## src/rtl/cur_sel_dwa.sv

```systemverilog
`default_nettype none
// ============================================================================
// Module      : cur_sel_dwa
// Description : Current-DAC unit-cell selector. Converts an NBITS-bit code
//               into 2^NBITS registered cell enables using thermometer,
//               one-hot, data-weighted-averaging rotation or a slew-limited
//               ramp with a busy handshake.
// Revision    : 1.0 - initial release
// ============================================================================
module cur_sel_dwa #(
  parameter int NBITS = 4,
  parameter int STEP  = 1
) (
  input  logic                  clk,
  input  logic                  rst_n,
  input  logic [NBITS-1:0]      code_in,
  input  logic [1:0]            mode_in,
  input  logic                  load,
  output logic [(1<<NBITS)-1:0] sel,
  output logic [NBITS-1:0]      level,
  output logic [NBITS-1:0]      ptr,
  output logic                  busy
);

  localparam int M = 1 << NBITS;

  localparam logic [1:0] MODE_THERM  = 2'b00;
  localparam logic [1:0] MODE_ONEHOT = 2'b01;
  localparam logic [1:0] MODE_DWA    = 2'b10;
  localparam logic [1:0] MODE_RAMP   = 2'b11;

  // Step size widened to the magnitude width so the min() compare is exact.
  localparam logic [NBITS:0] STEP_W = (NBITS+1)'(STEP);

  typedef enum logic [0:0] {
    S_IDLE = 1'b0,
    S_RAMP = 1'b1
  } state_t;

  state_t           state_q, state_d;
  logic [M-1:0]     sel_q, sel_d;
  logic [NBITS-1:0] level_q, level_d;
  logic [NBITS-1:0] ptr_q, ptr_d;
  logic [NBITS-1:0] target_q, target_d;
  logic [1:0]       mode_q, mode_d;

  logic             accept;
  logic [M-1:0]     code_therm;
  logic [2*M-1:0]   dwa_dbl;
  logic [M-1:0]     dwa_rot;
  logic             ramp_up;
  logic [NBITS:0]   ramp_diff;
  logic [NBITS:0]   ramp_step;
  logic [NBITS-1:0] ramp_next;

  // Thermometer pattern: the lowest k cells enabled.
  function automatic logic [M-1:0] therm(input logic [NBITS-1:0] k);
    logic [M-1:0] t;
    t = '0;
    for (int i = 0; i < M; i++) begin
      t[i] = (i < int'(k));
    end
    return t;
  endfunction

  // Decode helpers: rotation of the thermometer by ptr and ramp step size.
  always_comb begin
    accept     = load && (state_q == S_IDLE);
    code_therm = therm(code_in);
    // Shift into a double-width word and fold the overflow back onto the
    // low half; this realises the modulo-M wrap past cell M-1.
    dwa_dbl    = {{M{1'b0}}, code_therm} << ptr_q;
    dwa_rot    = dwa_dbl[M-1:0] | dwa_dbl[2*M-1:M];
    ramp_up    = (target_q > level_q);
    if (ramp_up) begin
      ramp_diff = {1'b0, target_q} - {1'b0, level_q};
    end else begin
      ramp_diff = {1'b0, level_q} - {1'b0, target_q};
    end
    ramp_step  = (ramp_diff < STEP_W) ? ramp_diff : STEP_W;
    // Step never exceeds the remaining distance, so no wrap past 0 or M-1.
    if (ramp_up) begin
      ramp_next = level_q + ramp_step[NBITS-1:0];
    end else begin
      ramp_next = level_q - ramp_step[NBITS-1:0];
    end
  end

  // Next-state and output selection for the accept and ramp paths.
  always_comb begin
    state_d  = state_q;
    sel_d    = sel_q;
    level_d  = level_q;
    ptr_d    = ptr_q;
    target_d = target_q;
    mode_d   = mode_q;

    if (state_q == S_RAMP) begin
      if (mode_q == MODE_RAMP) begin
        level_d = ramp_next;
        sel_d   = therm(ramp_next);
        if (ramp_next == target_q) begin
          state_d = S_IDLE;
        end
      end else begin
        state_d = S_IDLE;
      end
    end else if (accept) begin
      mode_d = mode_in;
      case (mode_in)
        MODE_THERM: begin
          level_d = code_in;
          sel_d   = code_therm;
        end
        MODE_ONEHOT: begin
          level_d = code_in;
          sel_d   = {{(M-1){1'b0}}, 1'b1} << code_in;
        end
        MODE_DWA: begin
          level_d = code_in;
          sel_d   = dwa_rot;
          ptr_d   = ptr_q + code_in;
        end
        default: begin
          target_d = code_in;
          if (code_in != level_q) begin
            state_d = S_RAMP;
            sel_d   = therm(level_q);
          end
        end
      endcase
    end
  end

  // State registers; asynchronous reset also aborts any ramp in flight.
  always_ff @(posedge clk or negedge rst_n) begin
    if (!rst_n) begin
      state_q  <= S_IDLE;
      sel_q    <= '0;
      level_q  <= '0;
      ptr_q    <= '0;
      target_q <= '0;
      mode_q   <= MODE_THERM;
    end else begin
      state_q  <= state_d;
      sel_q    <= sel_d;
      level_q  <= level_d;
      ptr_q    <= ptr_d;
      target_q <= target_d;
      mode_q   <= mode_d;
    end
  end

  // Outputs come straight from the registers.
  always_comb begin
    sel   = sel_q;
    level = level_q;
    ptr   = ptr_q;
    busy  = (state_q == S_RAMP);
  end

endmodule
`default_nettype wire

```

## config.mk

```make
export PLATFORM = sky130hd
export DESIGN_NAME = cur_sel_dwa
export DESIGN_NICKNAME = d
export VERILOG_FILES = /design/src/rtl/cur_sel_dwa.sv
export SDC_FILE = /design/constraint.sdc
export NUM_CORES = 1
export LEC_CHECK = 0
export BUFFER_PORTS_ARGS = -buffer_cell sky130_fd_sc_hd__buf_2
export CORE_ASPECT_RATIO = 1.5
export CORE_MARGIN = 4
export CORE_UTILIZATION = 50
export DETAILED_ROUTE_END_ITERATION = 12
export GPL_TIMING_DRIVEN = 0
export PLACE_DENSITY = 0.69
export SETUP_SLACK_MARGIN = 0.02
export SLEW_MARGIN = 40
export SYNTH_ARGS = -nofsm -noshare
export SYNTH_HDL_FRONTEND = slang
export SYNTH_SLANG_ARGS = --single-unit
```

## constraint.sdc

```tcl
create_clock -name clk -period 9.2 [get_ports clk]
set_input_delay 1.84 -clock clk [delete_from_list [all_inputs] [get_ports clk]]
set_output_delay 1.84 -clock clk [all_outputs]
set_load 0.01 [all_outputs]
```

==> impl_metrics.tcl, run 1 <==
set metrics [dict create \
    outcome "finished clean" \
    seq_area_frac_synth 0.224 \
    ir_drop_mv 0.149 \
    dp_slack_ns 4.57 \
    path_common_cell "a21oi_1" \
    grt_pass1_wl_um 19800 \
    power_leakage_nw 1.66 \
    post_cts_resized 0 \
    cts_buffers 5 \
    layout-drive-gt1-share 0.154 \
    via_count 3788 \
    ys_types 71 \
    dp_hpwl_um 9730 \
    initial_core_util 0.524 \
    holdWs_ns 0.490 \
    rows 36 \
    required_ns 9.42 \
    synth_area_leader_cell "dfrtp_1" \
    p_per_area_mw_per_mm2 333 \
    post-route-cell-area_mm2 0.00385 \
    period_needed_ns 4.69 \
    synth_most_common_cell "nor2_1" \
    crit_path_end_kind "register" \
    crit_path_cell_trace "buf_2 > inv_1 > ha_1 > nand3b_1 > a21oi_1 > o21a_1 > o2111ai_1 > o31a_1 > inv_1 > ha_1 > and2_1 > fa_1 > xnor2_1 > nand2_1 > a21oi_1 > a221o_1 > nor4_1 > a21oi_1" \
    grt_max_degree 32 \
    grtUsageMet1 0.333 \
    fin_crit_sh 0.510 \
    r2r_slack_ns 4.51 \
    ys_async_sr_fraction 1.00 \
    clkSinkCount 31 \
    final_nets 531 \
    yosys.area.top_type_share 0.224 \
    drt-wirelength-per-cell_um 21.7 \
    hold_viol 0 \
    netlist_top_cells_count "43 x nor2_1, 38 x nand2_1, 33 x a21oi_1" \
    die-area_mm2 0.00836 \
    max_slew_margin 0.473 \
    dieWidth_um 76.0 \
    synth_ff_type "dfrtp_1" \
    startpoint_type "register" \
    syn-cell-area_mm2 0.00347 \
    switching_share 0.520 \
    synthCells 460 \
    synth_edf_count 0 \
    slowest_stage "xnor2_1" \
    diodes 0 \
    grt_pass1_vias 3750 \
    gr-usage-all-layers 0.300 \
    grt-busiest-layer "met2" \
    fin_ws_ns 4.51 \
    viasPerCell 6.58 \
    drt_wl_total_um 12500 \
    p_int_w 0.000615 \
    clk_pin_slew_ns 0.07 \
    pin_count 34 \
    syn_nets 492 \
    drc 0 \
    grt_use_met2 0.526 \
    core_area_mm2 0.00662 \
    slew_viol_final 0 \
    drtIter0Drc 293 \
    synth_area_per_cell_um2 7.54 \
    worst_ep_arrival_time_ns 4.92 \
    rsz0062_at_grt "no" \
    setup_viol_count_final 0 \
    synth_top_cells_by_area "dfrtp_1 22%, ha_1 6.9%, a21oi_1 4.8%" \
    first_pass_iters 5 \
    crit_family "compound AO/OA/AOI/OAI gates" \
    final_cells 576 \
    path_buf_inv 3 \
    worst-slew-pin-transition_ns 0.784 \
    cts_tree "built" \
    ctsHoldBuffers 0 \
    worstSetupPathType "register to register" \
    gr-total-overflow 0 \
    place_area_mm2 0.00373 \
    critical-path-max-stage-delay_ns 0.49 \
    clock-root-buffer "clkbuf_8" \
    fin_setup_tns_ns 0 \
    ant_nets 0 \
    p_comb_frac 0.697 \
    place_congestion 1.03 \
    synth_warnings 0 \
    ys_ff_latch 31 \
    fmax_mhz 213 \
    cts_buffer_depth 2 \
    use_met3 0.0447 \
    min_path_type "register to register" \
    skew_ns 0.00595 \
    clk_latency_ns 0.30 \
    antenna_found_initial 0 \
    numPortBuffers 32 \
    p_clk_frac 0.113 \
    die_y_um 110 \
    place_inst 568 \
    seqPwrFrac 0.190 \
    post_cts_buffers 0 \
    maxCapViolations 0 \
    p_sw_w 0.000666 \
    crit_fanout 9 \
    syn_to_final_growth_pct 11.0 \
    cts_max_level 2 \
]
==> logic make-up (layout without fill, tap and decap cells) <==
logic type | after synthesis | count (layout) | share of synthesized area
flip-flops | 31 | 31 | 0.224
adder cells (fa/ha/maj) | 24 | 24 | 0.0945
AO/OA/AOI/OAI | 160 | 160 | 0.315
multiplexers | 8 | 8 | 0.0242
other | 1 | 1 | 0.00108
XOR/XNOR | 13 | 13 | 0.0328
buffers and inverters | 61 | 101 | 0.0794
AND/OR/NAND/NOR | 162 | 162 | 0.230
==> cell usage in the layout, fill, tap and decap left out, types with 8 or more instances in the layout <==
cell type,instances
a21oi_1,33
a31oi_1,8
buf_2,54
clkbuf_1,8
dfrtp_1,31
ha_1,19
inv_1,26
nand2_1,38
nand3_1,24
nor2_1,43
nor3_1,15
o211ai_1,9
o21ai_0,28
o31ai_1,9
xnor2_1,12
==> worst reg2reg max path, stage by stage (launching register included) <==
cell and delay [ns]:
dfrtp_1 0.41, buf_2 0.25, inv_1 0.22, ha_1 0.41, nand3b_1 0.10, a21oi_1 0.23, o21a_1 0.24, o2111ai_1 0.13
o31a_1 0.16, inv_1 0.07, ha_1 0.21, and2_1 0.17, fa_1 0.41, xnor2_1 0.49, nand2_1 0.30, a21oi_1 0.34
a221o_1 0.24, nor4_1 0.09, a21oi_1 0.16
==> final timing paths <==
kind	start	to	depth (start not counted)
min in group asynchronous	rst_n	ptr[3]	1
worst max register to register	level[1]	sel[4]	18
worst min register to register	mode_q[1]	mode_q[1]	2
worst min-delay path	mode_q[1]	mode_q[1]	2
max in group asynchronous	rst_n	busy	1
worst max-delay path	level[1]	sel[4]	18
==> through the flow <==
step	power (W)	utilization
finish	0.00128	0.581
global route	0.00139	0.581
CTS	0.00127	0.581
detailed placement	0.00112	0.563
global placement	0.00111	0.562
floorplan	0.000866	-
==> sequential cells by signal, indices dropped and copies added, names as in the netlist <==
| name | cells |
|---|---|
| mode_q | 2 |
| sel | 16 |
| ptr | 4 |
| level | 4 |
| busy | 1 |
| target_q | 4 |
==> layer usage <==
metal  part of all wire  up-vias
met5                  0        -
met4              0.071        0
met3              0.055       55
met2               0.49      169
met1               0.38     1788
li1                   -     1776
==> cell type report <==
cell class / count / area [µm²]
clock inverter: 2 / 35.0
sequential: 31 / 776
multi-input combinational: 368 / 2420
inverter: 26 / 97.6
fill: 657 / 2770
buffer: 35 / 178
clock buffer: 6 / 82.6
timing repair buffer: 32 / 160
tap: 76 / 95.1
==> power groups by stage <==
stage / registers (W) / logic [W] / clock network (W)
2_1_floorplan: 0.000260 / 0.000607 / 0
4_1_cts: 0.000243 / 0.000879 / 0.000148
3_5_place_dp: 0.000245 / 0.000874 / 0
3_3_place_gp: 0.000243 / 0.000864 / 0
6_report: 0.000243 / 0.000894 / 0.000145
5_1_grt: 0.000252 / 0.000984 / 0.000153
(Power assumes the default switching activity.)
==> run 2, diff against run 1 <==
==> constraint.sdc (replaced) <==
create_clock -name clk -period 4.4 [get_ports clk]
set_input_delay 0.88 -clock clk [delete_from_list [all_inputs] [get_ports clk]]
set_output_delay 0.88 -clock clk [all_outputs]
set_load 0.01 [all_outputs]
==> run 2 against run 1 <==
Effect of this change:
- first-iteration DRC count down 12%
- clock power up 110%
- wire length is 1.2% higher
- global-route usage stayed put
- worst setup slack worse by 4.3 ns
- fmax is 13% higher
- critical path type unchanged
- highest routed layer unchanged
==> impl_metrics.tcl, run 2 (synthesized netlist as in run 1, its figures left out) <==
set metrics [dict create \
    diodes 0 \
    max_slew_margin 0.474 \
    worst_ep_arrival_time_ns 4.35 \
    cts_buffers 5 \
    ant_nets 0 \
    min_path_type "register to register" \
    wl_met1_um 4870 \
    die-area_mm2 0.00836 \
    viasPerCell 6.64 \
    drtIter0Drc 257 \
    grt_pass1_vias 3754 \
    gr-total-overflow 0 \
    ir_drop_mv 0.316 \
    p_sw_w 0.00147 \
    clk_latency_ns 0.30 \
    gr-usage-all-layers 0.300 \
    drt_wl_total_um 12700 \
    slew_viol_final 0 \
    setup_viol_count_final 0 \
    reg2reg_to "sel[4]" \
    numPortBuffers 32 \
    p_clk_frac 0.107 \
    startpoint_type "register" \
    clkSinkCount 31 \
    cts_tree "built" \
    r2r_slack_ns 0.24 \
    fmax_mhz 240 \
    cts_buffer_depth 2 \
    p_per_area_mw_per_mm2 724 \
    highest_layer "met4" \
    outcome "finished clean" \
    hold_start "mode_q[1]" \
    via_count 3847 \
    maxCapViolations 0 \
    core_area_mm2 0.00662 \
    antenna_found_initial 0 \
    p_comb_frac 0.715 \
    crit_path_start "level[1]" \
    pin_count 34 \
    reg2reg_from "level[1]" \
    switching_share 0.513 \
    fin_crit_sh 0.946 \
    cts_max_level 2 \
    dieWidth_um 76.0 \
    final_nets 534 \
    nFillCells 645 \
    grt_pass1_wl_um 19800 \
    reg2reg_depth 17 \
    place_congestion 1.03 \
    wl_met2_um 6270 \
    largest_reg_flops 16 \
    power_w 0.00286 \
    skew_ns 0.00336 \
    first_pass_iters 8 \
    seqPwrFrac 0.178 \
    power_leakage_nw 1.69 \
    hold_end "mode_q[1]" \
    dr_wl_met3_um 645 \
    layout-drive-gt1-share 0.185 \
    layout_common_cells "53 x buf_2, 43 x nor2_1, 37 x nand2_1" \
    drc 0 \
    p_int_w 0.00139 \
    rows 36 \
    worst-slew-pin-transition_ns 0.783 \
    final_common_cell "buf_2" \
    rsz0062_at_grt "no" \
    syn_to_final_growth_pct 13.9 \
    drt-wirelength-per-cell_um 21.9 \
    grt_max_degree 32 \
    final_util 0.596 \
    crit_path_end_kind "register" \
    hold_viol 0 \
    initial_core_util 0.524 \
    period_needed_ns 4.16 \
    clk_pin_slew_ns 0.07 \
    holdPathStages 2 \
    holdWs_ns 0.492 \
    required_ns 4.59 \
    clock-root-buffer "clkbuf_8" \
    die_y_um 110 \
    dp_hpwl_um 9730 \
    crit_fanout 9 \
    worstSetupPathType "register to register" \
]
-- run 2: power by group through the flow --
stage | registers (W) | clock network, W | logic [W]
floorplan | 0.000543 | 0 | 0.00127
global placement | 0.000509 | 0 | 0.00181
detailed placement | 0.000512 | 0 | 0.00183
CTS | 0.000508 | 0.000308 | 0.00188
global route | 0.000527 | 0.000319 | 0.00224
finish | 0.000509 | 0.000306 | 0.00204
-- run 2: final cells by class --
cell class	count	area (µm²)	share of cell area
tap	76	95.1	0.0241
sequential	31	776	0.196
clock inverter	2	35.0	0.00887
buffer	34	176	0.0447
inverter	26	101	0.0257
multi-input combinational	369	2500	0.633
clock buffer	6	82.6	0.0209
timing repair buffer	35	183	0.0463
-- run 2: repair_timing --
item                                    in CTS  in global routing
pin swaps                                    0                  2
gates resized for setup                      6                 10
hold buffers                                 0                  0
setup buffers                                2                  1
cloned                                       0                  1
endpoints found under the setup margin       4                 17
-- run 2: per-layer routing --
layer | vias up | track usage
met4 | 0 | 0.207
met3 | 59 | 0.0366
met2 | 176 | 0.530
met1 | 1829 | 0.334
li1 | 1783 | -
met5 | - | 0
-- run 2: worst max-delay path by stage --
stage          endpoint  cells past startpoint
2_1_floorplan      busy                     17
3_3_place_gp     sel[5]                     17
3_5_place_dp     sel[5]                     17
4_1_cts            busy                     18
5_1_grt         sel[10]                     19
6_report         sel[4]                     17
-- run 2: stage by stage --
| stage | TNS [ns] | setup slack, ns | cells | instance area, µm² |
|---|---|---|---|---|
| finish | 0 | 0.240 | 579 | 3950 |
| global route | 0 | 0.0112 | 579 | 3950 |
| CTS | 0 | 0.0527 | 577 | 3880 |
| detailed placement | -0.641 | -0.234 | 568 | 3730 |
| global placement | -0.326 | -0.187 | 568 | 3720 |
| floorplan | 0 | 0.627 | 460 | 3470 |
-- run 2: worst max-delay path: stages (launching register included) --
cell and delay [ns]:
dfrtp_1 0.41, buf_4 0.21, clkinvlp_4 0.14, buf_4 0.17
fa_1 0.44, o21ai_0 0.18, nand3_1 0.10, o31a_1 0.32
inv_1 0.07, ha_1 0.21, and2_1 0.17, fa_2 0.41
xnor2_4 0.18, nand2_2 0.17, a21oi_1 0.12, a221o_1 0.35
nor4_2 0.28, a21oi_1 0.11
